## src/rtl/fetch_state_if.sv

```systemverilog
// Instruction-memory request/ack bus between the fetch stage (master) and memory (slave).
interface fetch_state_if;
  logic        IMEM_REQ;
  logic [31:0] IMEM_ADDR;
  logic [31:0] IMEM_DATA;
  logic        IMEM_ACK;

  modport master (
    output IMEM_REQ,
    output IMEM_ADDR,
    input  IMEM_DATA,
    input  IMEM_ACK
  );

  modport slave (
    input  IMEM_REQ,
    input  IMEM_ADDR,
    output IMEM_DATA,
    output IMEM_ACK
  );
endinterface

```

## src/rtl/fetch_state.sv

```systemverilog
// OTTER instruction-fetch stage: owns the PC, runs the imem req/ack handshake and
// drives the fetch register (FR_*) seen by decode, honouring stall, flush and redirects.
module fetch_state #(
  parameter logic [31:0] RESET_PC  = 32'h0000_0000,
  parameter logic [31:0] NOP_INSTR = 32'h0000_0013
) (
  input  logic                 REG_CLOCK,
  input  logic                 REG_RESET,
  input  logic                 STALL,
  input  logic                 FLUSH,
  input  logic [1:0]           PC_SOURCE,
  input  logic [31:0]          JALR_TARGET,
  input  logic [31:0]          BRANCH_TARGET,
  input  logic [31:0]          JAL_TARGET,
  fetch_state_if.master        imem,
  output logic [31:0]          FR_MEM,
  output logic [31:0]          FR_PC,
  output logic [31:0]          FR_PC_4,
  output logic                 FR_VALID
);

  typedef enum logic [1:0] {StReq, StWait, StHold, StDiscard} state_e;

  state_e      state_q;
  logic [31:0] pc_q;
  logic [31:0] req_addr_q;
  logic [31:0] hold_instr_q;
  logic [31:0] fr_mem_q;
  logic [31:0] fr_pc_q;
  logic [31:0] fr_pc4_q;
  logic        fr_valid_q;

  logic        redirect;
  logic [31:0] target_raw;
  logic [31:0] target;
  logic [31:0] pc_plus4;

  assign redirect = (PC_SOURCE != 2'd0);
  assign pc_plus4 = pc_q + 32'd4;

  always_comb begin
    unique case (PC_SOURCE)
      2'd1:    target_raw = JALR_TARGET;
      2'd2:    target_raw = BRANCH_TARGET;
      2'd3:    target_raw = JAL_TARGET;
      default: target_raw = pc_plus4;
    endcase
  end

  assign target = target_raw & 32'hFFFF_FFFC;

  // Gated by reset so the bus goes quiet the instant reset asserts.
  assign imem.IMEM_REQ  = REG_RESET && (state_q != StHold);
  assign imem.IMEM_ADDR = req_addr_q;

  always_ff @(posedge REG_CLOCK or negedge REG_RESET) begin
    if (!REG_RESET) begin
      state_q      <= StReq;
      pc_q         <= RESET_PC;
      req_addr_q   <= RESET_PC;
      hold_instr_q <= NOP_INSTR;
      fr_mem_q     <= NOP_INSTR;
      fr_pc_q      <= 32'd0;
      fr_pc4_q     <= 32'd0;
      fr_valid_q   <= 1'b0;
    end else begin
      unique case (state_q)
        StReq, StWait: begin
          if (imem.IMEM_ACK) begin
            if (redirect) begin
              pc_q       <= target;
              req_addr_q <= target;
              fr_mem_q   <= NOP_INSTR;
              fr_valid_q <= 1'b0;
              state_q    <= StReq;
            end else if (STALL) begin
              hold_instr_q <= imem.IMEM_DATA;
              state_q      <= StHold;
              if (FLUSH) begin
                fr_mem_q   <= NOP_INSTR;
                fr_valid_q <= 1'b0;
              end
            end else begin
              if (FLUSH) begin
                fr_mem_q   <= NOP_INSTR;
                fr_valid_q <= 1'b0;
              end else begin
                fr_mem_q   <= imem.IMEM_DATA;
                fr_pc_q    <= pc_q;
                fr_pc4_q   <= pc_plus4;
                fr_valid_q <= 1'b1;
              end
              pc_q       <= pc_plus4;
              req_addr_q <= pc_plus4;
              state_q    <= StReq;
            end
          end else begin
            // Redirect without ack: the old request must still complete, so drain it.
            if (redirect) begin
              pc_q    <= target;
              state_q <= StDiscard;
            end else begin
              state_q <= StWait;
            end
            if (FLUSH || !STALL) begin
              fr_mem_q   <= NOP_INSTR;
              fr_valid_q <= 1'b0;
            end
          end
        end

        StHold: begin
          if (redirect) begin
            pc_q       <= target;
            req_addr_q <= target;
            fr_mem_q   <= NOP_INSTR;
            fr_valid_q <= 1'b0;
            state_q    <= StReq;
          end else if (FLUSH) begin
            pc_q       <= pc_plus4;
            req_addr_q <= pc_plus4;
            fr_mem_q   <= NOP_INSTR;
            fr_valid_q <= 1'b0;
            state_q    <= StReq;
          end else if (!STALL) begin
            fr_mem_q   <= hold_instr_q;
            fr_pc_q    <= pc_q;
            fr_pc4_q   <= pc_plus4;
            fr_valid_q <= 1'b1;
            pc_q       <= pc_plus4;
            req_addr_q <= pc_plus4;
            state_q    <= StReq;
          end
        end

        StDiscard: begin
          if (redirect) begin
            pc_q <= target;
          end
          if (imem.IMEM_ACK) begin
            req_addr_q <= redirect ? target : pc_q;
            state_q    <= StReq;
          end
          if (FLUSH || !STALL) begin
            fr_mem_q   <= NOP_INSTR;
            fr_valid_q <= 1'b0;
          end
        end

        default: state_q <= StReq;
      endcase
    end
  end

  assign FR_MEM   = fr_mem_q;
  assign FR_PC    = fr_pc_q;
  assign FR_PC_4  = fr_pc4_q;
  assign FR_VALID = fr_valid_q;

endmodule

```

## src/flat_wrapper.sv

```systemverilog
// flat-port wrapper written by rule: the top's interface ports become plain ports
module fetch_state_flat 
#(
  parameter logic [31:0] RESET_PC  = 32'h0000_0000,
  parameter logic [31:0] NOP_INSTR = 32'h0000_0013
)
  (REG_CLOCK, REG_RESET, STALL, FLUSH, PC_SOURCE, JALR_TARGET, BRANCH_TARGET, JAL_TARGET, FR_MEM, FR_PC, FR_PC_4, FR_VALID, imem_IMEM_REQ, imem_IMEM_ADDR, imem_IMEM_DATA, imem_IMEM_ACK);
  fetch_state_if imem_i ();
  input  logic REG_CLOCK;
  input  logic REG_RESET;
  input  logic STALL;
  input  logic FLUSH;
  input  logic [1:0] PC_SOURCE;
  input  logic [31:0] JALR_TARGET;
  input  logic [31:0] BRANCH_TARGET;
  input  logic [31:0] JAL_TARGET;
  output logic [31:0] FR_MEM;
  output logic [31:0] FR_PC;
  output logic [31:0] FR_PC_4;
  output logic FR_VALID;
  output wire logic [$bits(imem_i.IMEM_REQ)-1:0] imem_IMEM_REQ;
  output wire logic [$bits(imem_i.IMEM_ADDR)-1:0] imem_IMEM_ADDR;
  input wire logic [$bits(imem_i.IMEM_DATA)-1:0] imem_IMEM_DATA;
  input wire logic [$bits(imem_i.IMEM_ACK)-1:0] imem_IMEM_ACK;
  assign imem_IMEM_REQ = imem_i.IMEM_REQ;
  assign imem_IMEM_ADDR = imem_i.IMEM_ADDR;
  assign imem_i.IMEM_DATA = imem_IMEM_DATA;
  assign imem_i.IMEM_ACK = imem_IMEM_ACK;
  fetch_state #(.RESET_PC(RESET_PC), .NOP_INSTR(NOP_INSTR)) u_core (.REG_CLOCK(REG_CLOCK), .REG_RESET(REG_RESET), .STALL(STALL), .FLUSH(FLUSH), .PC_SOURCE(PC_SOURCE), .JALR_TARGET(JALR_TARGET), .BRANCH_TARGET(BRANCH_TARGET), .JAL_TARGET(JAL_TARGET), .imem(imem_i), .FR_MEM(FR_MEM), .FR_PC(FR_PC), .FR_PC_4(FR_PC_4), .FR_VALID(FR_VALID));
endmodule
```

## config.mk

```make
export PLATFORM = sky130hd
export DESIGN_NAME = fetch_state_flat
export DESIGN_NICKNAME = d
export VERILOG_FILES = /design/src/rtl/fetch_state_if.sv /design/src/rtl/fetch_state.sv /design/src/flat_wrapper.sv
export SDC_FILE = /design/constraint.sdc
export NUM_CORES = 1
export LEC_CHECK = 0
export CELL_PAD_IN_SITES_DETAIL_PLACEMENT = 1
export CELL_PAD_IN_SITES_GLOBAL_PLACEMENT = 2
export CORE_MARGIN = 4
export CORE_UTILIZATION = 33
export CTS_BUF_LIST = sky130_fd_sc_hd__clkbuf_8
export CTS_CLUSTER_DIAMETER = 40
export DETAILED_ROUTE_END_ITERATION = 10
export PLACE_DENSITY = 0.95
export SYNTH_ARGS = -nofsm -noshare
export SYNTH_HDL_FRONTEND = slang
export SYNTH_SLANG_ARGS = --single-unit
```

## constraint.sdc

```tcl
create_clock -name REG_CLOCK -period 7.7 [get_ports REG_CLOCK]
set_input_delay 2.31 -clock REG_CLOCK [delete_from_list [all_inputs] [get_ports REG_CLOCK]]
set_output_delay 2.31 -clock REG_CLOCK [all_outputs]
set_load 0.01 [all_outputs]
```

### Yosys cells after proc, flatten, opt, wreduce, memory -nomap -nowiden

Cells that the tools add are included.
Widths: inputs -> output; s select.

* bits in read-only memories: 0
* memories: 0
* logic and storage cells: 99
* output and inout port bits: 130
* input port bits: 135
* bits in latches: 0
* register bits: 195
* RAM bits: 0

* add/sub/neg operators: 1
* equality and inequality tests: 17
* shift operators: 0
* multiplexer cells: 60
* divide/modulo/power cells: 0
* reductions and logical operators: 12
* multiply operators: 0
* bitwise gates (word level): 1
* $lt $le $gt $ge: 0

Operator list (number)
* $mux 32: 35
* $pmux 32 s3: 4
* $pmux 32 s2: 2
* $add 32x3->32 const B: 1
* $ne 2x2->1 const B: 9
* $mux 2: 8
* $mux 1: 9
* $eq 2x2->1 const B: 4
* $reduce_and 8->1: 1
* $pmux 2 s3: 1
* $reduce_and 2->1: 3
* $ne 5x4->1 const B: 1
* $eq 2x1->1 const B: 2
* $ne 4x3->1 const B: 1
* $reduce_and 4->1: 1
* $reduce_bool 2->1: 2
* $pmux 1 s3: 1
* $logic_not 2->1: 1
* $reduce_or 2->1: 1
* $logic_and 1x1->1: 1
* $logic_not 1->1: 1
* $logic_or 1x1->1: 1
* $not 1->1: 1

### Logic depth before layout (Yosys ltp)

Gate-level depths: netlist of the first run.

* depth after elaboration: 6
* mapped depth: 10
* gate-level depth less buffers: 7

### Least setup slack after synthesis of the first run

Ideal clock, no wire load.

* path type: input to output
* start point: input REG_RESET
* end point: output imem_IMEM_REQ
* stages on the path: 1
* buffers on the path: 0
* arrival: 2456 ps
* slack: 2934 ps
* data required time: 5390 ps
* cell sequence: and2_1

* word-level cells in the longest chain between the ends: 1

Ends and longest elaborated chain
* start: declaration: RTL line flat_wrapper.sv:10 `input logic REG_RESET;`
* $logic_and 1x1->1: RTL line fetch_state.sv:53 `assign imem.IMEM_REQ = REG_RESET && (state_q != StHold);`
* end: declaration: RTL line flat_wrapper.sv:21 `output wire logic [$bits(imem_i.IMEM_REQ)-1:0] imem_IMEM_REQ;`

Every way passes these cells.

### Worst setup path after layout of the first run

Ends and elaborated chain as after synthesis.

==> impl_results.md, run 1 <==
- Crit path max-delay family: buffers and inverters
- Vias in the first global route: 11900
- TritonCTS Buffers: 17
- XOR/XNOR Fraction of Synth Area: 0.0353
- I/O Pins: 265
- Final setup fails: 0
- Worst EP arrival: 3.53 ns
- Die footprint: 0.0376 mm^2
- Multiplexer share of the synthesized area: 0.106
- Cell with the most instances after synthesis: dfrtp_1
- Vias per inst: 5.87
- Post-synth EDFFs: 0
- Initial antenna violation count: 1
- CTS Sinks: 193
- DRC: 0
- P per Cell Area: 222 mW/mm^2
- Unrepaired setup endpoints after global routing: no
- Part of the power in registers: 0.450
- Post-synth top flop: dfrtp_1
- Post-DP Area: 0.0143 mm^2
- Die width: 194 um
- Initial core utilization: 0.337
- Post-CTS sizing: 0
- Gr usage total: 0.241
- Critical path buffer and inverter count: 2
- Ys async rst share: 1.00
- HPWL Detailed: 32700 um
- Leakage: 5.70 nW
- Combinational power share: 0.342
- Area share of the largest cell type after synthesis: 0.410
- Post-Synth Simple-Gate Area: 0.151
- Leading area contributor after synthesis: dfrtp_1
- Ys Warns: 0
- P_sw: 1.20 mW
- Headroom to the max-slew limit: 0.158
- Synthesized instance count: 1280
- Most frequent cells after synthesis: 187 x dfrtp_1, 123 x o21ai_0, 122 x nand2_1
- Setup CP Type: in2out
- Pre-antenna DRT Iters: 5
- Clock power share: 0.208
- # placed instances: 1899
- Worst-skew pair later-pin latency: 0.50 ns
- Synth Area in Compound Gates: 0.232
- Final hold vios: 0
- Synthesis-to-finish area growth: 28.9%
- Actual slew at the worst max-slew pin: 1.26 ns
- Largest net degree at the start of global routing: 77
- Sequential fraction of the synthesis area: 0.424
- Worst EP required: 5.39 ns
- Top cells by area, synth: dfrtp_1 41%, mux2_2 8.3%, o21ai_0 5.4%
- Cell row count: 67
- CP max FO: 75
- Die H: 194 um
- Util after Layout: 0.435
- H-tree depth: 4
- Total routed wirelength: 46700 um
- Iter 0 DRT Violations: 742
- Fin crit share: 0.759
- Setup TNS: 0 ns
- Drt wl/cell: 24.2 um
- First-pass GRT wire length: 72000 um
- #FFs+latches synth: 193
- Nets: 1606
- Vias: 11300
- Number of antenna diodes: 0
- CTS tree: done
- MaxCap Viol Count: 0
- Fill cells: 3919
- GR Overflow Total: 0
- Min Tclk post-route: 5.84 ns
- Core area: 0.0339 mm^2
- Syn nets: 1416
- Int Pwr: 2.06 mW
- Post-CTS Setup Repair Bufs: 0
- GP Congestion: 0.866
- Final Cell Area: 0.0147 mm^2
- Clock skew: 0.0201 ns
- Fin. max-slew vios: 0
- Synth unique cells: 67
- Adder-Cell Fraction of Synth Area: 0.00110
- Hold Buf Count CTS: 0
- Crit-path max cell delay: 0.54 ns
- Share of cells above drive strength 1: 0.119
- Mapped Avg Cell Area: 8.92 um^2
- Non-Filler Instances: 1931
- CP Cell Sequence: clkbuf_8, and2_1, clkdlybuf4s50_1
- Worst Hold Class: reg2reg
- Clock-pin slew on the worst setup and hold paths: 0.11 ns
- Slowest CP cell: clkdlybuf4s50_1
- Status: finished clean
- Critical Path End Type: output port
- Largest family of logic cells by synthesized area: compound AO/OA/AOI/OAI gates
- Sw Ratio: 0.367
- Longest Clk Path Bufs: 2
- CTS Root Cell: clkbuf_8
- Port bufs: 258
- Remaining antenna violation count: 0
- Achievable Freq: 171 MHz
- Peak VDD IR: 0.000148 V
- Post-Synthesis Cell Area: 0.0114 mm^2
- Critical Path Source Type: primary input
cells in the final DEF, fill, tap and decap left out, types with 7 or more instances in the layout:
| cell type | count |
|---|---|
| nor3_1 | 26 |
| o211ai_1 | 13 |
| dfrtp_1 | 187 |
| o2bb2ai_1 | 11 |
| a22oi_1 | 48 |
| nand2_1 | 122 |
| nor4_1 | 12 |
| xnor2_1 | 31 |
| mux2_2 | 84 |
| xor2_1 | 15 |
| a21o_1 | 10 |
| and2_1 | 8 |
| nand4_1 | 18 |
| o311ai_0 | 13 |
| a221oi_1 | 8 |
| a211oi_1 | 10 |
| o221ai_1 | 14 |
| buf_4 | 32 |
| clkdlybuf4s50_1 | 256 |
| clkbuf_8 | 18 |
| nand3_1 | 21 |
| a21oi_1 | 102 |
| a31oi_1 | 13 |
| mux2i_1 | 26 |
| o22ai_1 | 10 |
| o21a_1 | 7 |
| nor2_1 | 106 |
| o21ai_0 | 123 |
| inv_1 | 26 |
power by group through the flow:
stage	clock, mW	combinational (mW)	sequential [mW]
CTS	0.699	1.13	1.47
global placement	0	1.09	1.47
detailed placement	0	1.12	1.49
finish	0.680	1.12	1.47
global route	0.743	1.20	1.50
floorplan	0	0.513	1.45
cells by family after synthesis:
family	Yosys count
AO/OA/AOI/OAI	419
AND/OR/NAND/NOR	365
flip-flops	193
buffers and inverters	146
multiplexers	110
XOR/XNOR	46
adder cells (fa/ha/maj)	1
worst reg2reg max path, cell delays in order (launching register included):
cell      delay (ns)
dfrtp_1         0.55
ha_1            0.41
and4_1          0.35
nand4_1         0.71
nor3_1          0.72
nand2_1         0.20
o311ai_0        0.36
layer usage:
metal | wire length [um] | vias up | global-route usage
li1 | - | 5042 | -
met1 | 19400 | 5688 | 0.312
met2 | 21900 | 510 | 0.393
met3 | 4110 | 91 | 0.0683
met4 | 1240 | 2 | 0.0729
met5 | 14 | - | 0
layout make-up:
class                   count  area, um^2  share of cell area
multi-input cells         941        6020               0.409
flip-flops and latches    193        4840               0.329
repair buffers            290        2820               0.192
well taps                 448         561              0.0381
clock buffers              17         234              0.0159
clock inverters            15         149              0.0101
inverters                  27         101             0.00688
through the flow:
step / power, mW / setup slack (ns) / hold WS, ns
after floorplan: 1.97 / 2.93 / 0.471
after global placement: 2.56 / 1.80 / 0.460
after detailed placement: 2.61 / 1.78 / 0.469
after CTS: 3.29 / 1.78 / 0.496
after global routing: 3.45 / 1.70 / 0.529
final: 3.26 / 1.86 / 0.489
state kept, by name (all words and copies together), names as in the netlist:
name	count
u_core.FR_MEM	32
u_core.FR_PC	30
u_core.FR_PC_4	32
u_core.FR_VALID	1
u_core.hold_instr_q	32
u_core.imem.IMEM_ADDR	32
u_core.pc_q	32
u_core.state_q	2
final timing paths:
path / startpoint / to / slack [ns] / depth (start not counted)
worst max-delay path: REG_RESET / imem_IMEM_REQ / 1.86 / 3
worst min-delay path: u_core.FR_VALID / u_core.FR_VALID / 0.49 / 1
worst max register to register: u_core.pc_q[2] / u_core.pc_q[22] / 4.29 / 6
worst min register to register: u_core.FR_VALID / u_core.FR_VALID / 0.49 / 1
max in group asynchronous: REG_RESET / u_core.FR_MEM[28] / 4.33 / 2
min in group asynchronous: REG_RESET / u_core.FR_PC_4[18] / 1.80 / 1
Note: power is estimated with default switching activity, not from simulation.
==> run 2: changes to the inputs <==
Settings changed: CORE_UTILIZATION 33 to 28, PLACE_DENSITY 0.95 to 0.88.
Clock period 7.7 ns to 5.03 ns, I/O delays scaled along.
==> impl_results.md, run 2 (synthesized netlist as in run 1, its figures left out) <==
- Commonest cells after routing, fill and taps aside: 256 x clkdlybuf4s50_1, 187 x dfrtp_1, 123 x o21ai_0 (unchanged)
- Vias per inst: 5.56 (was 5.87)
- Achievable Freq: 245 MHz
- Headroom to the max-slew limit: 0.304 (was 0.158)
- Iter 0 DRT Violations: 914 (was 742)
- Post-CTS Setup Repair Bufs: 0 (unchanged)
- Fill cells: 4620 (was 3919)
- Initial antenna violation count: 3 (was 1)
- P per Cell Area: 343 mW/mm^2 (was 222 mW/mm^2)
- Final hold vios: 0 (unchanged)
- Worst reg2reg path endpoint: u_core.pc_q[22] (unchanged)
- Synthesis-to-finish area growth: 31.5% (was 28.9%)
- Worst EP required: 3.52 ns (was 5.39 ns)
- H-tree depth: 4 (unchanged)
- GR Layer Usage met2: 0.350 (was 0.393)
- Die footprint: 0.0441 mm^2 (was 0.0376 mm^2)
- Critical Path Source Type: primary input (unchanged)
- Total routed wirelength: 47600 um (was 46700 um)
- Gr usage total: 0.210 (was 0.241)
- Met3 Use GR: 0.0600 (was 0.0683)
- GRT busiest layer: met2 (unchanged)
- I/O Pins: 265 (unchanged)
- TritonCTS Buffers: 17 (unchanged)
- Peak VDD IR: 0.000195 V (was 0.000148 V)
- Die H: 210 um (was 194 um)
- Pre-antenna DRT Iters: 5 (unchanged)
- Critical Path End Type: output port (unchanged)
- Leakage: 5.82 nW (was 5.70 nW)
- Status: finished clean (unchanged)
- Initial core utilization: 0.285 (was 0.337)
- CP max FO: 23 (was 75)
- WHS Path Cells: 2 (was 1)
- GR Overflow Total: 0 (unchanged)
- MaxCap Viol Count: 0 (unchanged)
- Commonest non-fill, non-tap cell in the layout: clkdlybuf4s50_1 (unchanged)
- Longest Clk Path Bufs: 2 (unchanged)
- GP Congestion: 0.862 (was 0.866)
- Drt wl/cell: 23.5 um (was 24.2 um)
- Worst-skew pair later-pin latency: 0.52 ns (was 0.50 ns)
- Fin crit share: 0.813
- DRC: 0 (unchanged)
- CTS tree: done (unchanged)
- Share of cells above drive strength 1: 0.129 (was 0.119)
- Hold Buf Count CTS: 0 (unchanged)
- Setup TNS: 0 ns (unchanged)
- Hold_ws: 0.489 ns (about the same)
- Worst Hold Class: reg2reg (unchanged)
- Final setup fails: 0 (unchanged)
- HP Start: u_core.FR_MEM[24] (was u_core.FR_VALID)
- Setup CP Type: in2out (unchanged)
- HPWL Detailed: 34400 um (was 32700 um)
- Clock-pin slew on the worst setup and hold paths: 0.11 ns (about the same)
- Nets: 1623 (was 1606)
- Met1 Use GR: 0.271 (was 0.312)
- Unrepaired setup endpoints after global routing: no (unchanged)
- CTS Sinks: 193 (unchanged)
- Hold Path Sink: u_core.FR_MEM[24] (was u_core.FR_VALID)
- Core area: 0.0400 mm^2 (was 0.0339 mm^2)
- Vias: 11300 (about the same)
- Worst r2r src: u_core.pc_q[2] (unchanged)
- Die width: 210 um (was 194 um)
- First-pass GRT wire length: 72200 um (was 72000 um)
- Worst EP arrival: 2.58 ns (was 3.53 ns)
- Reg2Reg Depth: 6 (unchanged)
- Min Tclk post-route: 4.09 ns
- Cell row count: 73 (was 67)
- Post-CTS sizing: 0 (unchanged)
- Port bufs: 258 (unchanged)
- Vias in the first global route: 11800 (was 11900)
- Actual slew at the worst max-slew pin: 1.04 ns (was 1.26 ns)
- Fin. max-slew vios: 0 (unchanged)
- CTS Root Cell: clkbuf_8 (unchanged)
- Clock skew: 0.0183 ns (was 0.0201 ns)
- Largest net degree at the start of global routing: 87 (was 77)
- Remaining antenna violation count: 0 (unchanged)
- FF-to-FF setup slack: 1.50 ns (was 4.29 ns)
- Util after Layout: 0.375 (was 0.435)
run 2: changes by cell type in the layout (fill, tap and decap cells not counted), moves of 2 or more:
cell and delta:
inv_6 +3, clkinv_8 -2, inv_8 -2, clkinvlp_4 -3
bufinv_16 +3, buf_4 +16
run 2: layout make-up:
class / count / area [um^2] / area share
flip-flops and latches: 193 / 4840 / 0.322
well taps: 525 / 657 / 0.0437
multi-input cells: 941 / 6020 / 0.401
inverters: 27 / 101 / 0.00675
clock inverters: 14 / 189 / 0.0126
repair buffers: 307 / 2960 / 0.197
clock buffers: 18 / 248 / 0.0165
diodes: 1 / 2.50 / 0.000167
run 2: how the worst max path moves through the flow:
stage          slack, ns  depth (start not counted)                         to          from
2_1_floorplan       1.63                          7  u_core.imem.IMEM_ADDR[27]  PC_SOURCE[1]
3_3_place_gp        0.85                          9   u_core.imem.IMEM_ADDR[3]  PC_SOURCE[0]
3_5_place_dp        0.77                          9   u_core.imem.IMEM_ADDR[3]  PC_SOURCE[0]
4_1_cts             0.92                          3              imem_IMEM_REQ     REG_RESET
5_1_grt             0.88                          3              imem_IMEM_REQ     REG_RESET
6_report            0.94                          3              imem_IMEM_REQ     REG_RESET
run 2: critical path: stages:
cell,delay [ns]
clkbuf_8,0.23
and2_1,0.22
clkdlybuf4s50_1,0.60
run 2: power by group:
| group | switching, mW | internal [mW] |
|---|---|---|
| Clock | 0.652 | 0.523 |
| Sequential | 0.346 | 1.90 |
| Combinational | 0.824 | 0.897 |
run 2: per-layer routing:
metal | wire [um] | vias up
met5 | 32 | -
met3 | 4220 | 58
met1 | 19600 | 5676
li1 | - | 5074
met4 | 896 | 4
met2 | 22900 | 450
run 2: stage by stage:
| step | setup WS [ns] | power (mW) | instances | cell area, um^2 |
|---|---|---|---|---|
| 6_report | 0.943 | 5.14 | 2026 | 15000 |
| 3_5_place_dp | 0.765 | 4.02 | 1993 | 14600 |
| 2_1_floorplan | 1.63 | 3.01 | 1280 | 11400 |
| 4_1_cts | 0.919 | 5.21 | 2025 | 15000 |
| 3_3_place_gp | 0.855 | 3.96 | 1993 | 14600 |
| 5_1_grt | 0.884 | 5.43 | 2025 | 15000 |
